$ cat src/rtl/jtag_host.sv
// JTAG initiator: runs TAP reset, IR scans and DR scans from a command/response
// interface, generating TCK/TMS/TDI from clk and always parking the TAP in Run-Test/Idle.
module jtag_host #(
    parameter int DIV      = 4,
    parameter int IR_W     = 3,
    parameter int DR_MAX_W = 32,
    parameter int LEN_W    = $clog2(DR_MAX_W + 1)
) (
    input  logic                clk,
    input  logic                rst,
    input  logic                cmd_v_i,
    output logic                cmd_ready_o,
    input  logic [1:0]          cmd_type_i,
    input  logic [LEN_W-1:0]    cmd_len_i,
    input  logic [DR_MAX_W-1:0] cmd_data_i,
    output logic                rsp_v_o,
    input  logic                rsp_ready_i,
    output logic [DR_MAX_W-1:0] rsp_data_o,
    output logic                rsp_err_o,
    output logic                tck_o,
    output logic                tms_o,
    output logic                tdi_o,
    input  logic                tdo_i
);
    localparam int DIV_W = $clog2(DIV + 1);
    localparam logic [1:0] CMD_RESET = 2'b00;
    localparam logic [1:0] CMD_IR    = 2'b01;
    localparam logic [1:0] CMD_DR    = 2'b10;

    typedef enum logic [2:0] {INIT_RST, IDLE, PRE, SHIFT, POST, RSP} state_t;

    state_t              state_q, state_d;
    logic [DIV_W-1:0]    div_q, div_d;
    logic                tck_q, tck_d, tms_q, tms_d, tdi_q, tdi_d;
    logic [5:0]          seq_q, seq_d;
    logic [LEN_W-1:0]    cnt_q, cnt_d, len_q, len_d;
    logic [DR_MAX_W-1:0] sh_q, sh_d, cap_q, cap_d, rsp_data_q, rsp_data_d;
    logic [1:0]          type_q, type_d;
    logic                ready_q, ready_d, rsp_v_q, rsp_v_d, rsp_err_q, rsp_err_d;
    logic                active, half_end, rise, fall, bad_cmd;

    always_ff @(posedge clk) begin
        if (rst) begin
            state_q    <= INIT_RST;
            div_q      <= '0;
            tck_q      <= 1'b0;
            tms_q      <= 1'b1;
            tdi_q      <= 1'b0;
            seq_q      <= 6'b011111;
            cnt_q      <= LEN_W'(6);
            len_q      <= '0;
            sh_q       <= '0;
            cap_q      <= '0;
            type_q     <= CMD_RESET;
            ready_q    <= 1'b0;
            rsp_v_q    <= 1'b0;
            rsp_data_q <= '0;
            rsp_err_q  <= 1'b0;
        end else begin
            state_q    <= state_d;
            div_q      <= div_d;
            tck_q      <= tck_d;
            tms_q      <= tms_d;
            tdi_q      <= tdi_d;
            seq_q      <= seq_d;
            cnt_q      <= cnt_d;
            len_q      <= len_d;
            sh_q       <= sh_d;
            cap_q      <= cap_d;
            type_q     <= type_d;
            ready_q    <= ready_d;
            rsp_v_q    <= rsp_v_d;
            rsp_data_q <= rsp_data_d;
            rsp_err_q  <= rsp_err_d;
        end
    end

    // rise/fall mark the last clk of the low and high TCK phases respectively.
    always_comb begin
        active   = (state_q == INIT_RST) || (state_q == PRE) || (state_q == SHIFT) || (state_q == POST);
        half_end = active && (div_q == DIV_W'(DIV - 1));
        rise     = half_end && !tck_q;
        fall     = half_end && tck_q;
        bad_cmd  = (cmd_type_i == 2'b11) ||
                   ((cmd_type_i == CMD_DR) && ((cmd_len_i == '0) || (cmd_len_i > LEN_W'(DR_MAX_W))));
    end

    always_comb begin
        state_d    = state_q;
        div_d      = div_q;
        tck_d      = tck_q;
        tms_d      = tms_q;
        tdi_d      = tdi_q;
        seq_d      = seq_q;
        cnt_d      = cnt_q;
        len_d      = len_q;
        sh_d       = sh_q;
        cap_d      = cap_q;
        type_d     = type_q;
        ready_d    = ready_q;
        rsp_v_d    = rsp_v_q;
        rsp_data_d = rsp_data_q;
        rsp_err_d  = rsp_err_q;

        if (active) begin
            div_d = half_end ? '0 : div_q + 1'b1;
            if (half_end) tck_d = ~tck_q;
        end

        case (state_q)
            INIT_RST: begin
                if (fall) begin
                    if (cnt_q == LEN_W'(1)) begin
                        state_d = IDLE;
                        ready_d = 1'b1;
                    end else begin
                        seq_d = seq_q >> 1;
                        cnt_d = cnt_q - LEN_W'(1);
                        tms_d = seq_q[1];
                    end
                end
            end
            IDLE: begin
                if (cmd_v_i && ready_q) begin
                    ready_d = 1'b0;
                    type_d  = cmd_type_i;
                    sh_d    = cmd_data_i;
                    cap_d   = '0;
                    div_d   = '0;
                    tck_d   = 1'b0;
                    if (bad_cmd) begin
                        state_d    = RSP;
                        rsp_v_d    = 1'b1;
                        rsp_err_d  = 1'b1;
                        rsp_data_d = '0;
                    end else begin
                        state_d = PRE;
                        tms_d   = 1'b1;
                        // TMS patterns are stored LSB-first; the first bit is driven now.
                        if (cmd_type_i == CMD_RESET) begin
                            seq_d = 6'b011111;
                            cnt_d = LEN_W'(6);
                        end else if (cmd_type_i == CMD_IR) begin
                            seq_d = 6'b000011;
                            cnt_d = LEN_W'(4);
                            len_d = LEN_W'(IR_W);
                        end else begin
                            seq_d = 6'b000001;
                            cnt_d = LEN_W'(3);
                            len_d = cmd_len_i;
                        end
                    end
                end
            end
            PRE: begin
                if (fall) begin
                    if (cnt_q != LEN_W'(1)) begin
                        seq_d = seq_q >> 1;
                        cnt_d = cnt_q - LEN_W'(1);
                        tms_d = seq_q[1];
                    end else if (type_q == CMD_RESET) begin
                        state_d    = RSP;
                        rsp_v_d    = 1'b1;
                        rsp_err_d  = 1'b0;
                        rsp_data_d = '0;
                    end else begin
                        state_d = SHIFT;
                        cnt_d   = len_q;
                        tms_d   = (len_q == LEN_W'(1));
                        tdi_d   = sh_q[0];
                    end
                end
            end
            SHIFT: begin
                if (rise) cap_d = {tdo_i, cap_q[DR_MAX_W-1:1]};
                if (fall) begin
                    if (cnt_q == LEN_W'(1)) begin
                        state_d = POST;
                        seq_d   = 6'b000001;
                        cnt_d   = LEN_W'(2);
                        tms_d   = 1'b1;
                        tdi_d   = 1'b0;
                    end else begin
                        sh_d  = sh_q >> 1;
                        tdi_d = sh_q[1];
                        cnt_d = cnt_q - LEN_W'(1);
                        tms_d = (cnt_q == LEN_W'(2));
                    end
                end
            end
            POST: begin
                if (fall) begin
                    if (cnt_q == LEN_W'(1)) begin
                        // Captured bits enter at the top; right-align them to bit 0.
                        state_d    = RSP;
                        rsp_v_d    = 1'b1;
                        rsp_err_d  = 1'b0;
                        rsp_data_d = cap_q >> (LEN_W'(DR_MAX_W) - len_q);
                    end else begin
                        seq_d = seq_q >> 1;
                        cnt_d = cnt_q - LEN_W'(1);
                        tms_d = seq_q[1];
                    end
                end
            end
            RSP: begin
                if (rsp_ready_i) begin
                    rsp_v_d = 1'b0;
                    state_d = IDLE;
                    ready_d = 1'b1;
                end
            end
            default: state_d = INIT_RST;
        endcase
    end

    assign cmd_ready_o = ready_q;
    assign rsp_v_o     = rsp_v_q;
    assign rsp_data_o  = rsp_data_q;
    assign rsp_err_o   = rsp_err_q;
    assign tck_o       = tck_q;
    assign tms_o       = tms_q;
    assign tdi_o       = tdi_q;
endmodule

$ cat config.mk
export PLATFORM = sky130hd
export DESIGN_NAME = jtag_host
export DESIGN_NICKNAME = d
export VERILOG_FILES = /design/src/rtl/jtag_host.sv
export SDC_FILE = /design/constraint.sdc
export NUM_CORES = 1
export LEC_CHECK = 0
export CAP_MARGIN = 10
export CORE_ASPECT_RATIO = 1.2
export CORE_MARGIN = 4
export CORE_UTILIZATION = 51
export DETAILED_ROUTE_END_ITERATION = 8
export PLACE_DENSITY = 0.86
export SETUP_SLACK_MARGIN = 0.2
export SLEW_MARGIN = 20
export SYNTH_ARGS = -nofsm -noshare
export SYNTH_HDL_FRONTEND = slang
export SYNTH_SLANG_ARGS = --single-unit
export TNS_END_PERCENT = 20
$ cat constraint.sdc
create_clock -name clk -period 2.98 [get_ports clk]
set_input_delay 0.596 -clock clk [delete_from_list [all_inputs] [get_ports clk]]
set_output_delay 0.596 -clock clk [all_outputs]
set_load 0.005 [all_outputs]
Yosys cells after proc, flatten, opt, wreduce, memory -nomap -nowiden --
Cells that the tools add are included.
Word-level totals: register bits 128, bits in latches 0, RAM bits 0, ROM bits 0, input bits 45, memories 0
Cells by class: add/sub/neg operators 3, $mul 0, divide/modulo/power cells 0, magnitude comparators 1, equality and inequality tests 33, shifts and indexed selects 1, muxes and demuxes 94, bitwise operators 3, reductions and logical operators 33
Operators with widths (count):
- 32-bit two-way mux | 12
- 32-bit one-hot mux with 2 select lines | 2
- 6-bit two-way mux | 18
- 32-bit one-hot mux with 3 select lines | 1
- 3-bit two-way mux | 18
- 6-bit one-hot mux with 4 select lines | 2
- 1-bit two-way mux | 33
- 32-bit by 6-bit >> shifter with 32-bit output | 1
- 2-bit inequality test, second input constant | 13
- 3-bit one-hot mux with 6 select lines | 1
- 9-bit AND reduction | 2
- 8-bit AND reduction | 2
- 6-bit by 1-bit equality test with 1-bit output, second input constant | 2
- 2-bit by 1-bit inequality test with 1-bit output, second input constant | 6
- 10-bit AND reduction | 1
- 5-bit AND reduction | 2
- 3-bit by 2-bit equality test with 1-bit output, second input constant | 3
- 1-bit one-hot mux with 4 select lines | 2
- 4-bit AND reduction | 2
- 4-bit nonzero test | 2
- 3-bit equality test, second input constant | 2
- 6-bit by 2-bit equality test with 1-bit output, second input constant | 1
- 6-bit > comparator, second input constant | 1
- 6-bit zero test | 1
- other kinds (23) | 38

Logic depth before layout (Yosys ltp) --
depth after elaboration 9, gate-level depth with buffers 13, gate-level depth less buffers 10

Least setup slack after synthesis --
OpenSTA, ideal clock, no wires.
path type reg-to-reg, start register len_q[0], end register rsp_data_q[5] (netlist: rsp_data_o[5]), library setup time 0.117 ns, data arrival time 3.057 ns, path slack -0.194 ns, stages on the path, launching flop included 14, buffers on the path 5, period minus slack after synthesis 3.174 ns, cells stage by stage dfxtp_1 > buf_6 > buf_2 > inv_2 > buf_2 > ha_1 > clkbuf_1 > buf_2 > mux2i_1 > mux2i_1 > mux4_2 > nand2_1 > o21ai_0 > a22o_1
Between the ends: longest elaborated chain between the ends 5
Ends and longest elaborated chain:
- start, declared | RTL line 36 | logic [LEN_W-1:0] cnt_q, cnt_d, len_q, len_d;
- start signal, assigned | RTL line 67 | len_q <= len_d;
- 6-bit subtractor | RTL line 198 | rsp_data_d = cap_q >> (LEN_W'(DR_MAX_W) - len_q);
- 32-bit by 6-bit >> shifter with 32-bit output | RTL line 198
- 32-bit two-way mux | RTL line 193 | if (cnt_q == LEN_W'(1)) begin
- 32-bit two-way mux | RTL line 192 | if (fall) begin
- 32-bit one-hot mux with 3 select lines | RTL line 110 | case (state_q)
- end signal, assigned | RTL line 73 | rsp_data_q <= rsp_data_d;
- end, declared | RTL line 37 | logic [DR_MAX_W-1:0] sh_q, sh_d, cap_q, cap_d, rsp_data_q, rsp_data_d;
Every way passes these cells. The select of a mux whose other input is x is not followed. A chain may end at the register's enable or synchronous reset.

Worst setup path in the final report --
start register len_q[1], end register rsp_data_q[1] (netlist: rsp_data_o[1])
Same word-level chain as after synthesis.

==> impl_metrics.env <==
export IMPL_run_status="finished clean"
export IMPL_slew_headroom_pct=60.3
export IMPL_clock_sink_count=126
export IMPL_tritoncts_num_buffers=17
export IMPL_cap_violations=0
export IMPL_unrepaired_setup_endpoints_after_global_routing="true"
export IMPL_die_h_um=136
export IMPL_postCtsSetupRepairBufs=0
export IMPL_postSynth_asyncResetShare_pct=0
export IMPL_max_clock_skew_ns=0.00999
export IMPL_post_drt_wl_per_cell_um=16.8
export IMPL_synth_distinct_cells=66
export IMPL_ys_ff_latch=126
export IMPL_net_switching_power_of_the_design_mw=0.812
export IMPL_synth_sequential_area_ratio_pct=36.4
export IMPL_dr_pass1_iters=8
export IMPL_number_of_buffers_inserted_by_port_buffering=82
export IMPL_max_clock_path_buffers=2
export IMPL_synth_avg_cell_area_um2=8.27
export IMPL_final_period_utilization_pct=90.2
export IMPL_netSwitchingFraction_pct=20.9
export IMPL_grt_pass1_vias=6173
export IMPL_floorplan_core_area_mm2=0.0132
export IMPL_postSynthCellCount=838
export IMPL_clock_latency_ns=0.42
export IMPL_p_per_area_mw_per_mm2=453
export IMPL_first_iter_violations=774
export IMPL_final_common_cell="sky130_fd_sc_hd__nand2_1"
export IMPL_setup_worst_path_start_class="flip-flop"
export IMPL_cell_internal_pwr_mw=3.08
export IMPL_p_clk_share_pct=52.8
export IMPL_dpl_instance_area_mm2=0.00800
export IMPL_min_delay_path_class="reg -> reg"
export IMPL_post_route_min_period_ns=2.69
export IMPL_critPathRequiredTime_ns=3.28
export IMPL_finalWirelength_um=18200
export IMPL_maxClockFrequency_mhz=372
export IMPL_ctsRootBufferMaster="sky130_fd_sc_hd__clkbuf_16"
export IMPL_power_static_leakage_nw=3.12
export IMPL_layout_common_cells="158 x sky130_fd_sc_hd__nand2_1, 126 x sky130_fd_sc_hd__dfxtp_1, 81 x sky130_fd_sc_hd__nor2_1, 81 x sky130_fd_sc_hd__clkdlybuf4s50_1, 59 x sky130_fd_sc_hd__a21oi_1"
export IMPL_power_share_sequential_pct=43.6
export IMPL_final_hold_violation_count=0
export IMPL_synth_edf_count=0
export IMPL_grt_start_max_net_pins=63
export IMPL_vdd_drop_max_mv=0.376
export IMPL_drive_gt1_share_pct=11.3
export IMPL_initial_core_util_pct=52.3
export IMPL_route_antenna_remaining_nets=0
export IMPL_finalInstanceArea_mm2=0.00859
export IMPL_die_width_um=114
export IMPL_grt_antenna_before_repair=0
export IMPL_number_of_setup_violations_in_the_final_report=0
export IMPL_design_final_nets=956
export IMPL_n_antenna_cell=0
export IMPL_post_cts_hold_buffer_count=0
export IMPL_critical_path_arrival_ns=2.99
export IMPL_tritoncts="yes"
export IMPL_track_usage_pct=23.5
export IMPL_io_pin_count=83
export IMPL_syn_num_nets=891
export IMPL_syn_cell_area_mm2=0.00693
export IMPL_dp_final_hpwl_um=12400
export IMPL_path_class="reg -> reg"
export IMPL_logic_gate_share_of_total_power_pct=3.6
export IMPL_worst_pin_slew_ns=0.590
export IMPL_tns_ns=0
export IMPL_ys_flop_type="sky130_fd_sc_hd__dfxtp_1"
export IMPL_total_count_of_max_transition_violations_in_the_final_report=0
export IMPL_dieArea_mm2=0.0155
export IMPL_drc=0
export IMPL_yosys_warnings=0
export IMPL_gpl_final_weighted_congestion=0.971
export IMPL_rows=46
export IMPL_clk_pin_slew_worst_paths_ns=0.06
export IMPL_globalRouteOverflowTotal=0
export IMPL_end_kind="flip-flop"
export IMPL_cts_max_level=4
export IMPL_via_per_inst=6.14
export IMPL_grt_pass1_wl_um=29900
export IMPL_critical_path_peak_fanout=34
export IMPL_via_count=6653
export IMPL_area_delta_synth_final_pct=24.0
power by group through the flow:
| stage | Sequential [mW] | Clock (mW) | Combinational, mW |
|---|---|---|---|
| after global placement | 1.73 | 0 | 0.136 |
| after global routing | 1.70 | 2.14 | 0.152 |
| after detailed placement | 1.73 | 0 | 0.138 |
| final | 1.70 | 2.05 | 0.141 |
| after CTS | 1.70 | 2.06 | 0.139 |
| after floorplan | 1.73 | 0 | 0.0571 |
cells in the mapped netlist, drive strengths merged (10+ instances only):
master	instances	area share, %
clkbuf	50	2.7
a21oi	60	4.3
buf	19	1.5
nand2	159	8.7
o21ai	29	2.1
a22o	11	1.4
nor3	15	1.2
a211oi	10	1.1
nor2	82	4.7
inv	10	0.54
mux4	18	6.0
mux2i	54	7.8
nand3	49	3.6
a311oi	32	4.0
dfxtp	126	36
per-layer routing:
metal | vias to the layer above | global-route usage (%) | wire length, um
met2 | 321 | 39.1 | 8780
met1 | 3097 | 29.4 | 7560
met4 | 0 | 9.70 | 600
met3 | 64 | 5.18 | 1250
li1 | 3171 | - | -
met5 | - | 0 | 0
worst max-delay path: stages (launching register included):
cell and delay, ns:
sky130_fd_sc_hd__dfxtp_1 0.39, sky130_fd_sc_hd__inv_1 0.11, sky130_fd_sc_hd__ha_1 0.33, sky130_fd_sc_hd__buf_12 0.22
sky130_fd_sc_hd__mux4_2 0.38, sky130_fd_sc_hd__mux2_2 0.34, sky130_fd_sc_hd__o21ai_0 0.34, sky130_fd_sc_hd__nand2_1 0.17
sky130_fd_sc_hd__a32o_1 0.29
stage by stage:
step | worst slack (ns) | std cells | hold WS (ns) | utilization [%] | total power, mW
final | 0.292 | 1083 | 0.455 | 64.9 | 3.89
after detailed placement | 0.0853 | 1052 | 0.447 | 60.5 | 1.87
after global placement | 0.126 | 1052 | 0.436 | 60.5 | 1.87
after global routing | 0.126 | 1083 | 0.474 | 64.9 | 3.99
after floorplan | 0.197 | 838 | 0.431 | - | 1.79
after CTS | 0.253 | 1083 | 0.459 | 64.9 | 3.89
kinds of logic after synthesis:
family / after synthesis / share of synthesized area [%]
simple gates: 337 / 21.9
xor+xnor: 9 / 1.14
flops: 126 / 36.4
fa+ha+maj: 8 / 1.45
compound gates: 201 / 19.7
buf+inv: 80 / 4.80
mux: 77 / 14.6
registers in the layout, indices dropped and copies added (netlist names):
name / cells
sh_q: 32
div_q: 3
type_q: 2
tck_o: 1
state_q: 3
rsp_data_o: 32
tms_o: 1
cmd_ready_o: 1
cnt_q: 6
len_q: 6
tdi_o: 1
seq_q: 4
rsp_v_o: 1
cap_q: 32
rsp_err_o: 1
repair_timing:
item                                    CTS  global route
endpoints found under the setup margin    3            37
gates resized for setup                   1             2
pin swaps                                 0             0
final timing paths:
kind	startpoint	endpoint	slack, ns	cells after the start
worst max-delay path	len_q[1]	rsp_data_o[1]	0.29	8
worst min-delay path	rsp_data_o[8]	rsp_data_o[8]	0.46	2
worst max register to register	len_q[1]	rsp_data_o[1]	0.29	8
worst min register to register	rsp_data_o[8]	rsp_data_o[8]	0.46	2
cell type report:
type,instances,area [um2]
well taps,168,210
fillers,1042,4650
multi-input cells,632,4140
clock buffers,25,495
inverters,11,41.3
flip-flops and latches,126,2520
repair buffers,115,1100
clock inverters,6,82.6
No activity file was read; power rests on OpenSTA's default activity.
